`src/rtl/mem_arbiter.sv`:
```
// Two-master round-robin arbiter in front of a single-port unified memory.
// Latency: grant is combinational in the request cycle, read data is registered one cycle later.
// Backpressure: a master that is not granted holds req/a/we/wd. Bursts are capped at MAXBURST while the other master waits.
// Ports:
//   clk, reset            rising-edge clock; asynchronous active-high reset
//   mN_req/we/a/wd        master N request, write flag, byte address, write data
//   mN_gnt                master N access accepted this cycle
//   mN_rd/mN_rvalid       master N registered read data and one-cycle valid pulse
//   mem_we/a/wd, mem_rd   memory port (combinational read data in)
//   busy                  a grant is issued this cycle
module mem_arbiter #(
  parameter int AW       = 32,
  parameter int DW       = 32,
  parameter int MAXBURST = 4
) (
  input  logic          clk,
  input  logic          reset,
  input  logic          m0_req,
  input  logic          m0_we,
  input  logic [AW-1:0] m0_a,
  input  logic [DW-1:0] m0_wd,
  output logic          m0_gnt,
  output logic [DW-1:0] m0_rd,
  output logic          m0_rvalid,
  input  logic          m1_req,
  input  logic          m1_we,
  input  logic [AW-1:0] m1_a,
  input  logic [DW-1:0] m1_wd,
  output logic          m1_gnt,
  output logic [DW-1:0] m1_rd,
  output logic          m1_rvalid,
  output logic          mem_we,
  output logic [AW-1:0] mem_a,
  output logic [DW-1:0] mem_wd,
  input  logic [DW-1:0] mem_rd,
  output logic          busy
);

  localparam logic [3:0] MAXB = 4'(MAXBURST);

  typedef enum logic [1:0] {IDLE, OWN0, OWN1} owner_t;

  owner_t     owner, owner_nxt;
  logic [3:0] cnt, cnt_nxt, cnt_inc;
  logic       last, last_nxt;
  logic       win0, win1;

  // The current owner keeps the port until its burst is used up, but only
  // while the other master is actually waiting.
  always_comb begin
    win0 = 1'b0;
    win1 = 1'b0;
    if (!reset) begin
      case (owner)
        IDLE: begin
          if (m0_req && m1_req) begin
            win0 = last;
            win1 = !last;
          end else begin
            win0 = m0_req;
            win1 = m1_req;
          end
        end
        OWN0: begin
          if (m0_req && (cnt < MAXB || !m1_req)) win0 = 1'b1;
          else                                   win1 = m1_req;
        end
        OWN1: begin
          if (m1_req && (cnt < MAXB || !m0_req)) win1 = 1'b1;
          else                                   win0 = m0_req;
        end
        default: ;
      endcase
    end
  end

  assign cnt_inc = (cnt == 4'hF) ? 4'hF : cnt + 4'd1;

  always_comb begin
    owner_nxt = IDLE;
    cnt_nxt   = 4'd0;
    last_nxt  = last;
    if (win0) begin
      owner_nxt = OWN0;
      last_nxt  = 1'b0;
      cnt_nxt   = (owner == OWN0) ? cnt_inc : 4'd1;
    end else if (win1) begin
      owner_nxt = OWN1;
      last_nxt  = 1'b1;
      cnt_nxt   = (owner == OWN1) ? cnt_inc : 4'd1;
    end
  end

  assign m0_gnt = win0;
  assign m1_gnt = win1;
  assign busy   = win0 | win1;

  // Idle port drives zeros so nothing stale reaches the memory.
  always_comb begin
    mem_we = 1'b0;
    mem_a  = '0;
    mem_wd = '0;
    if (win0) begin
      mem_we = m0_we;
      mem_a  = m0_a;
      mem_wd = m0_wd;
    end else if (win1) begin
      mem_we = m1_we;
      mem_a  = m1_a;
      mem_wd = m1_wd;
    end
  end

  always_ff @(posedge clk or posedge reset) begin
    if (reset) begin
      owner <= IDLE;
      cnt   <= 4'd0;
      last  <= 1'b1;
    end else begin
      owner <= owner_nxt;
      cnt   <= cnt_nxt;
      last  <= last_nxt;
    end
  end

  // Read data is captured at the edge closing the grant cycle and held
  // until the next granted read for the same master.
  always_ff @(posedge clk or posedge reset) begin
    if (reset) begin
      m0_rd     <= '0;
      m1_rd     <= '0;
      m0_rvalid <= 1'b0;
      m1_rvalid <= 1'b0;
    end else begin
      m0_rvalid <= win0 && !m0_we;
      m1_rvalid <= win1 && !m1_we;
      if (win0 && !m0_we) m0_rd <= mem_rd;
      if (win1 && !m1_we) m1_rd <= mem_rd;
    end
  end

endmodule
```
`config.mk`:
```
export PLATFORM = sky130hd
export DESIGN_NAME = mem_arbiter
export DESIGN_NICKNAME = d
export VERILOG_FILES = /design/src/rtl/mem_arbiter.sv
export SDC_FILE = /design/constraint.sdc
export NUM_CORES = 1
export LEC_CHECK = 0
export ABC_CLOCK_PERIOD_IN_PS = 3460
export CORE_AREA = 2 2 118 120
export DETAILED_ROUTE_END_ITERATION = 8
export DIE_AREA = 0 0 120 122
export GPL_TIMING_DRIVEN = 0
export PLACE_DENSITY_LB_ADDON = 0.25
export RECOVER_POWER = 25
export SKIP_CTS_REPAIR_TIMING = 1
export SLEW_MARGIN = 20
export SYNTH_ARGS = -nofsm -noshare
export SYNTH_HDL_FRONTEND = slang
export SYNTH_SLANG_ARGS = --single-unit
```
`constraint.sdc`:
```
create_clock -name clk -period 3.46 [get_ports clk]
set_input_delay 0.865 -clock clk [delete_from_list [all_inputs] [get_ports clk]]
set_output_delay 0.865 -clock clk [all_outputs]
set_load 0.05 [all_outputs]
```
==> impl_results.md, run 1 <==
- Lkg Pwr: 3.14 nW
- Final Max Slew Viols: 0
- Worst min path class: reg -> reg
- Die ar.: around 15000 um^2
- Synth area leaders: dfrtp_1, mux2_2, a22o_1
- CP max FO: 10
- Fin. Hold Viols: 0
- Ys Warns: 0
- Die height: 122 um
- Synth cell types: 36
- Setup-failing EPs final: 0
- Synth Instances: 271
- Antenna-violating nets left: 0
- P per Cell Area: about 600 nW/um^2
- CP Capture Type: output pin
- Arr. time, crit path: about 2.5 ns
- Cell with the most instances after synthesis: dfrtp_1
- Tcrit/Tclk final: a little over nine tenths
- Top post-synthesis cells by count: dfrtp_1, a22o_1, mux2_2
- Worst-path clk slew: 0.05 ns
- Mapped Area: 3600 um^2
- Clk_lat worst skew: 0.32 ns
- # IOs: 300
- Largest net degree at the start of global routing: 61
- Sequential element share of the synthesized area: 50.8%
- Share of cells above drive strength 1: 30.8%
- Max cap viols: 0
- Yosys top cell area share: 50.1%
- Area Overhead vs Synth: 97.7%
- Startpoint types: primary input
- Initial antenna violation count: 0
- Post-synth EDFFs: 0
- Initial DRT Pass Iterations: 4
- Clock Tree Buf Depth: 2
- Worst Hold Slack: roughly 0.50 ns
- H-tree Lvls: 3
- Gr ovfl total: 0
- Setup_tns: 0 ns
- Placed cells: 751
- Top_reg_cell synth: dfrtp_1
- Core Util, Final: around 53%
- Synth Area per Inst: between 10 and 15 um^2
- Maximum vdd drop: about 0.24 mV
- Placed inst area: 6850 um^2
- Final net count: 753
- First-pass GRT wire length: approximately 21000 um
- Vias in the first global route: 3648
- DRC violations left: 0
- Total Routing Usage GR: 18.7%
- PnR Total Power: 4.31 mW
- Skew final: 0.00538 ns
- Initial core utilization: 26.6%
- Final wirelength: 14500 um
- Fin area: 7110 um^2
- CP max stage cell: or3_4
- Crit path time final: 3.40 ns
- Syn_nets: 438
- CTS root buffer: clkbuf_16
- Chip width: 120 um
- Worst slew margin: 4.20%
- Largest stage delay on the critical path: roughly 0.41 ns
- Core ar.: 13500 um^2
- Worst slack at placement: -1.42 ns
- CTS tree: yes
- Worst-Margin Slew: 1.44 ns
- WS Path Type: in -> out
- CTS Buf Count: 9
- Fmax: 294 MHz
- Fin worst setup slack: 0.0560 ns
- Vias per cell: 4.69
- Layout Cells excl Fill: 770
- Outcome: complete, no violations
- Vias: around 3600
- Required time of the critical path: about 2.6 ns
- RSZ-0062 raised after global routing: true
- CTS sink cnt: 73
- Crit path cell chain: dlymetal6s2s_1 > nand2b_1 > or3_4 > nor2_2 > buf_6 > clkbuf_4 > a22o_1 > buf_2
- Post-synth top area cell: dfrtp_1
- GPL Wtd Cong: 0.932
- ANT cells: 0
- DRT iter0 DRCs: 139
- Buffers on Ports: about 300
- WL per Instance: 18.8 um
- DP Wirelength: 12000 um
- Register bit total from synthesis: 73
- Post-synth ARST share: 100%
- Rows: 43
placed cells by master (no fill, tap or decap), drive strengths merged, types with 2 or more instances in the layout:
cell,n
a21boi,2
a22o,65
clkinv,2
inv,2
clkbuf,48
dlymetal6s2s,4
nor3,3
clkdlybuf4s50,228
mux2,64
dfrtp,72
nor2,9
nand2,4
nand3b,3
or3,3
o22ai,2
o21ai,4
buf,58
clkinvlp,2
where the power goes:
part | internal [mW] | switching [mW]
clock | 0.498 | 0.319
sequential | 1.08 | 0.118
combinational | 0.896 | 1.40
total | 2.48 | 1.83
cell families (layout without fill, tap and decap cells):
group | count (synthesis) | count (layout) | share of synthesized area (%)
buffers and inverters | 25 | 344 | 4.59
AO/OA/AOI/OAI | 77 | 77 | 18.1
adder cells (fa/ha/maj) | 1 | 1 | 0.348
flip-flops | 73 | 73 | 50.8
AND/OR/NAND/NOR | 30 | 30 | 4.80
multiplexers | 65 | 65 | 21.4
layout make-up:
| cell class | instances | area, um^2 |
|---|---|---|
| fill | 1243 | 6400 |
| timing repair buffer | 304 | 2920 |
| sequential | 73 | 1830 |
| multi-input combinational | 173 | 1630 |
| clock buffer | 12 | 246 |
| tap | 180 | 225 |
| buffer | 22 | 221 |
| clock inverter | 3 | 17.5 |
| inverter | 3 | 12.5 |
worst paths after layout:
check	start	endpoint	slack (ns)	cells past startpoint
min	m0_rd[11]$_DFFE_PP0P_	m0_rd[11]$_DFFE_PP0P_	0.50	1
max	reset	mem_wd[15]	0.06	8
min reg2reg	m0_rd[11]$_DFFE_PP0P_	m0_rd[11]$_DFFE_PP0P_	0.50	1
min in group asynchronous	reset	m1_rd[28]$_DFFE_PP0P_	0.66	2
max reg2reg	owner[1]$_DFF_PP0_	m0_rd[15]$_DFFE_PP0P_	1.01	7
max in group asynchronous	reset	m0_rd[15]$_DFFE_PP0P_	1.02	3
sequential cells by signal (all words and copies together) (netlist names):
| name | count |
|---|---|
| cnt | 4 |
| last | 1 |
| m0_rd | 32 |
| m0_rvalid | 1 |
| m1_rd | 32 |
| m1_rvalid | 1 |
| owner | 2 |
metal layers:
| layer | track usage, % | part of all wire (%) | routed length [um] | vias to the layer above |
|---|---|---|---|---|
| met5 | 0 | 0 | 0 | - |
| met4 | 8.90 | 3.6 | 523 | 0 |
| met3 | 8.19 | 10 | 1500 | 30 |
| met2 | 34.6 | 54 | 7830 | 183 |
| met1 | 17.7 | 32 | 4620 | 1726 |
| li1 | - | - | - | 1669 |
worst max-delay path, delay by kind of cell:
kind | cells | cell delay [ns]
buffers and inverters | 4 | 0.78
AOI/OAI and AO/OA | 1 | 0.13
and+or+nand+nor | 3 | 0.75
Note: power is estimated with default switching activity, not from simulation.
==> run 2: changes to the inputs <==
SKIP_LAST_GASP = 1   (was not set)
==> run 2 against run 1 <==
  * Combinational power hardly changed
  * Non-clock buffer count stayed put
  * Sequential power hardly changed
  * First-iteration DRC count is 4.3% lower
  * Final cell count stayed put
  * Global-route usage stayed put
  * Via count is 0.19% lower
  * Critical endpoint unchanged
  * Largest power group unchanged
  * Highest routed layer unchanged
==> impl_results.md, run 2 (synthesis results as in run 1) <==
- Worst r2r src: owner[1]$_DFF_PP0_
- Rows: 43
- Skew final: 0.00531 ns
- Clk_lat worst skew: 0.32 ns
- Layout Cells excl Fill: 770
- Buffers on Ports: 299
- Crit path time final: 3.40 ns
- Gr ovfl total: 0
- Required time of the critical path: 2.59 ns
- Outcome: complete, no violations
- Max cap viols: 0
- Initial antenna violation count: 0
- Final net count: 753
- Lkg Pwr: 3.14 nW
- Commonest non-fill, non-tap cell in the layout: clkdlybuf4s50_1
- Worst-Margin Slew: between 1 and 1.5 ns
- Logic pwr share: a little over half
- Fin. Hold Viols: 0
- Antenna-violating nets left: 0
- FF-to-FF path depth: 7
- Biggest regs: m0_rd (32), m1_rd (32), cnt (4)
- Worst Hold Slack: 0.499 ns
- P per Cell Area: 606 nW/um^2
- CTS sink cnt: 73
- RSZ-0062 raised after global routing: true
- Crit path cell chain: dlymetal6s2s_1 > nand2b_1 > or3_4 > nor2_2 > buf_6 > clkbuf_4 > a22o_1 > buf_2
- Clk pwr share: a little under a fifth
- Worst r2r dst: m0_rd[15]$_DFFE_PP0P_
- Vias per cell: 4.68
- Hold wc startpoint: m0_rd[11]$_DFFE_PP0P_
- Layout filler cell count: 1244
- Clock Tree Buf Depth: 2
- # IOs: 300
- Initial core utilization: 26.6%
- Final Max Slew Viols: 0
- Vias in the first global route: 3648
- WL per Instance: 18.8 um
- Share of power burned in registers: 27.8%
- Switching share of power: 42.6%
- Hold Crit Depth: 1
- Worst-path clk slew: around 0.05 ns
- CTS Buf Count: 9
- Fmax: 294 MHz
- First-pass GRT wire length: 20700 um
- Vias: 3601
- Maximum vdd drop: approximately 0.24 mV
- Chip width: 120 um
- Worst slew margin: between 4 and 5%
- GPL Wtd Cong: 0.932
- CP max stage cell: or3_4
- Share of cells above drive strength 1: 30.8%
- Core ar.: 13500 um^2
- Initial DRT Pass Iterations: 4
- Arr. time, crit path: roughly 2.5 ns
- WS Path Type: in -> out
- Die height: 122 um
- Core Util, Final: 52.6%
- CP Capture Type: output pin
- DRT iter0 DRCs: 133
- Largest stage delay on the critical path: 0.41 ns
- H-tree Lvls: 3
- ANT cells: 0
- CTS tree: yes
- NetSw: 1.83 mW
- Largest net degree at the start of global routing: 61
- Final wirelength: around 14000 um
- Die ar.: between 10000 and 15000 um^2
- Setup-failing EPs final: 0
- Area Overhead vs Synth: 97.6%
- Commonest cells after routing, fill and taps aside: clkdlybuf4s50_1, dfrtp_1, a22o_1, mux2_2, clkbuf_4
- Hold Path Sink: m0_rd[11]$_DFFE_PP0P_
- Worst min path class: reg -> reg
- Placed cells: 751
- Worst R2R Setup Slack: approximately 1 ns
- Tcrit/Tclk final: 98.4%
- Total Routing Usage GR: 18.7%
- Startpoint types: primary input
- CP max FO: 10
- Cell internal pwr: 2.47 mW
- Setup_tns: 0 ns
- DRC violations left: 0
- DP Wirelength: between 10000 and 15000 um
- CTS root buffer: clkbuf_16
## run 2: cell types whose count changed in the layout (fill, tap and decap cells not counted)
cell / change
buf_2: +1
buf_4: -1
## run 2: worst max path at each step
stage	from	endpoint	slack (ns)	cells past startpoint
2_1_floorplan	m1_req	mem_a[23]	0.04	5
3_3_place_gp	m1_req	mem_a[2]	-1.39	8
3_5_place_dp	m1_req	mem_a[2]	-1.42	8
4_1_cts	m1_req	mem_a[2]	-1.43	8
5_1_grt	m1_req	mem_wd[8]	-0.02	7
6_report	reset	mem_wd[15]	0.06	8
## run 2: worst max-delay path: cells and delay by family
kind | cells | cell delay, ns
buffers and inverters | 4 | 0.78
AND/OR/NAND/NOR | 3 | 0.75
AO/OA/AOI/OAI | 1 | 0.13
## run 2: power by group through the flow
stage	sequential, mW	clock, mW	combinational [mW]
2_1_floorplan	1.98	0	0.640
3_3_place_gp	1.20	0	2.28
3_5_place_dp	1.21	0	2.30
4_1_cts	1.20	0.846	2.31
6_report	1.20	0.817	2.29
5_1_grt	1.23	0.891	2.37
## run 2: layout make-up
| class | instances | area (um^2) | share of cell area (%) |
|---|---|---|---|
| Tap cell | 180 | 225 | 3.17 |
| Sequential cell | 73 | 1830 | 25.7 |
| Timing Repair Buffer | 304 | 2920 | 41.2 |
| Clock buffer | 12 | 246 | 3.47 |
| Inverter | 3 | 12.5 | 0.176 |
| Multi-Input combinational cell | 173 | 1630 | 23.0 |
| Clock inverter | 3 | 17.5 | 0.247 |
| Buffer | 22 | 219 | 3.08 |
## run 2: per-layer routing
metal,global-route usage [%],part of all wire [%],up-vias
met2,34.6,54,186
met4,8.90,3.6,0
met3,8.19,10,30
met5,0,0,-
li1,-,-,1669
met1,17.7,32,1716
## run 2: through the flow
stage	worst slack (ns)	cell area, um^2	power, mW
floorplan	0.0423	3600	2.62
detailed placement	-1.42	6850	3.52
finish	0.0560	7110	4.31
global placement	-1.39	6820	3.48
CTS	-1.43	7110	4.35
global route	-0.0249	7110	4.49
==> run 3: changes to the inputs <==
SLEW_MARGIN = not set   (was 20)
==> run 3 against run 2 <==
  * The run now ends with max-capacitance violations left
  * Critical endpoint is now mem_wd[12]
  * Sequential cell count unchanged
  * Cell area shrank 0.33%
  * Non-clock buffer count decreased by 3
  * Clock skew up 0.00078 ns
  * Combinational power about the same
  * Register-to-register slack about the same
  * Power grew 1.5%
  * Maximum frequency down 0.79%
  * Count of clock-buffer cells in the layout is 1 lower
  * Global-route usage is essentially flat
  * Clock power increased by 9.1%
  * Critical path type unchanged
  * First-iteration DRC count rose by 3.8%
==> impl_results.md, run 3 (synthesis results as in run 1) <==
- Tcrit/Tclk final: 99.2%
- Worst slew margin: 0.162%
- P per Cell Area: 618 nW/um^2
- Rows: 43
- Final wirelength: 14300 um
- ANT cells: 0
- Setup-failing EPs final: 0
- Worst-path clk slew: about 0.05 ns
- Core ar.: 13500 um^2
- Fin area: 7080 um^2
- Largest stage delay on the critical path: 0.53 ns
- Area Overhead vs Synth: 96.9%
- Outcome: finished, violations left
- Layout filler cell count: 1223
- Commonest non-fill, non-tap cell in the layout: clkdlybuf4s50_1
- Crit path time final: 3.43 ns
- Logic pwr share: 52.3%
- Initial core utilization: 26.6%
- Worst-Margin Slew: 1.50 ns
- Total Routing Usage GR: 18.7%
- Crit path cell chain: buf_4 > nor4b_1 > or4b_4 > nor2_4 > buf_2 > a22o_1 > buf_2
- Switching share of power: 41.9%
- Die ar.: around 15000 um^2
- Chip width: 120 um
- RSZ-0062 raised after global routing: true
- Clk pwr share: 20.4%
- WL per Instance: 18.7 um
- # IOs: 300
- Clk_lat worst skew: 0.32 ns
- Buffers on Ports: 299
- Antenna-violating nets left: 0
- WS Path Type: in -> out
- NetSw: 1.83 mW
- DRT iter0 DRCs: 138
- Maximum vdd drop: 0.252 mV
- CTS sink cnt: 73
- DRC violations left: 0
- Worst min path class: reg -> reg
- Commonest cells after routing, fill and taps aside: clkdlybuf4s50_1, dfrtp_1, a22o_1, mux2_2, buf_6
- Die height: roughly 120 um
- Arr. time, crit path: 2.57 ns
- Initial antenna violation count: 0
- Vias in the first global route: roughly 3600
- Final Max Slew Viols: 0
- Required time of the critical path: 2.59 ns
- DP Wirelength: 11900 um
- Worst path most repeated cell: buf_2
- Worst R2R Setup Slack: 1.01 ns
- GPL Wtd Cong: 0.932
- Startpoint types: primary input
- Placed cells: 750
- Share of cells above drive strength 1: 30.4%
- Failing checks: max-capacitance violations
- Max cap viols: 1
- Skew final: 0.00609 ns
- Gr ovfl total: 0
- CP Capture Type: output pin
- CP max FO: 10
- Share of power burned in registers: 27.4%
- CP max stage cell: or4b_4
- CTS root buffer: clkbuf_16
- Fmax: 291 MHz
- Vias per cell: 4.61
- Initial DRT Pass Iterations: 4
- Clock Tree Buf Depth: 2
- Layout Cells excl Fill: around 770
- First-pass GRT wire length: around 20000 um
- Fin. Hold Viols: 0
- Cell internal pwr: 2.54 mW
- Lkg Pwr: 3.13 nW
- Placed inst area: a little under 7000 um^2
- H-tree Lvls: 3
- Largest net degree at the start of global routing: 75
- Biggest regs: m0_rd (32), m1_rd (32), cnt (4)
- Vias: 3530
- CTS tree: yes
- CTS Buf Count: 9
- Final net count: 750
-- run 3: layout make-up --
cell class	count	area (um^2)	area share [%]
Buffer	22	213	3.00
Clock buffer	11	243	3.43
Clock inverter	3	42.5	0.601
Inverter	3	11.3	0.159
Multi-Input combinational cell	173	1620	22.8
Sequential cell	73	1830	25.8
Tap cell	180	225	3.18
Timing Repair Buffer	301	2900	41.0
-- run 3: power groups by stage --
stage	logic (mW)	clock network [mW]	registers (mW)
after detailed placement	2.30	0	1.21
after CTS	2.30	0.917	1.20
final	2.29	0.891	1.20
after floorplan	0.640	0	1.98
after global placement	2.28	0	1.20
after global routing	2.37	0.961	1.23
-- run 3: critical path, delay by kind of cell --
kind,cells,cell delay [ns]
buf+inv,3,0.64
compound gates,1,0.16
simple gates,3,0.89
-- run 3: stage by stage --
step	hold slack, ns	TNS, ns	total power [mW]	utilization (%)	worst slack, ns
2_1_floorplan	0.480	0	2.62	-	0.0423
3_3_place_gp	0.486	-119.04	3.48	50.5	-1.39
3_5_place_dp	0.492	-87.41	3.51	50.5	-1.45
4_1_cts	0.504	-87.63	4.42	52.6	-1.46
5_1_grt	0.520	-0.854	4.55	52.4	-0.0512
6_report	0.500	0	4.37	52.4	0.0290
-- run 3: final timing paths --
check                                   endpoint                  start  cells after the start
min                        m0_rd[11]$_DFFE_PP0P_  m0_rd[11]$_DFFE_PP0P_                      1
max                                   mem_wd[12]                 m1_req                      7
max reg2reg                m0_rd[24]$_DFFE_PP0P_     owner[1]$_DFF_PP0_                      7
max in group asynchronous  m0_rd[16]$_DFFE_PP0P_                  reset                      2
min reg2reg                m0_rd[11]$_DFFE_PP0P_  m0_rd[11]$_DFFE_PP0P_                      1
min in group asynchronous  m1_rd[28]$_DFFE_PP0P_                  reset                      2
-- run 3: per-layer routing --
metal  track usage, %  up-vias  routed length, um
met5                0        -                  0
met4             8.53        0                434
met3             7.63       23               1420
met2             34.7      174               7740
met1             18.0     1674               4730
li1                 -     1659                  -
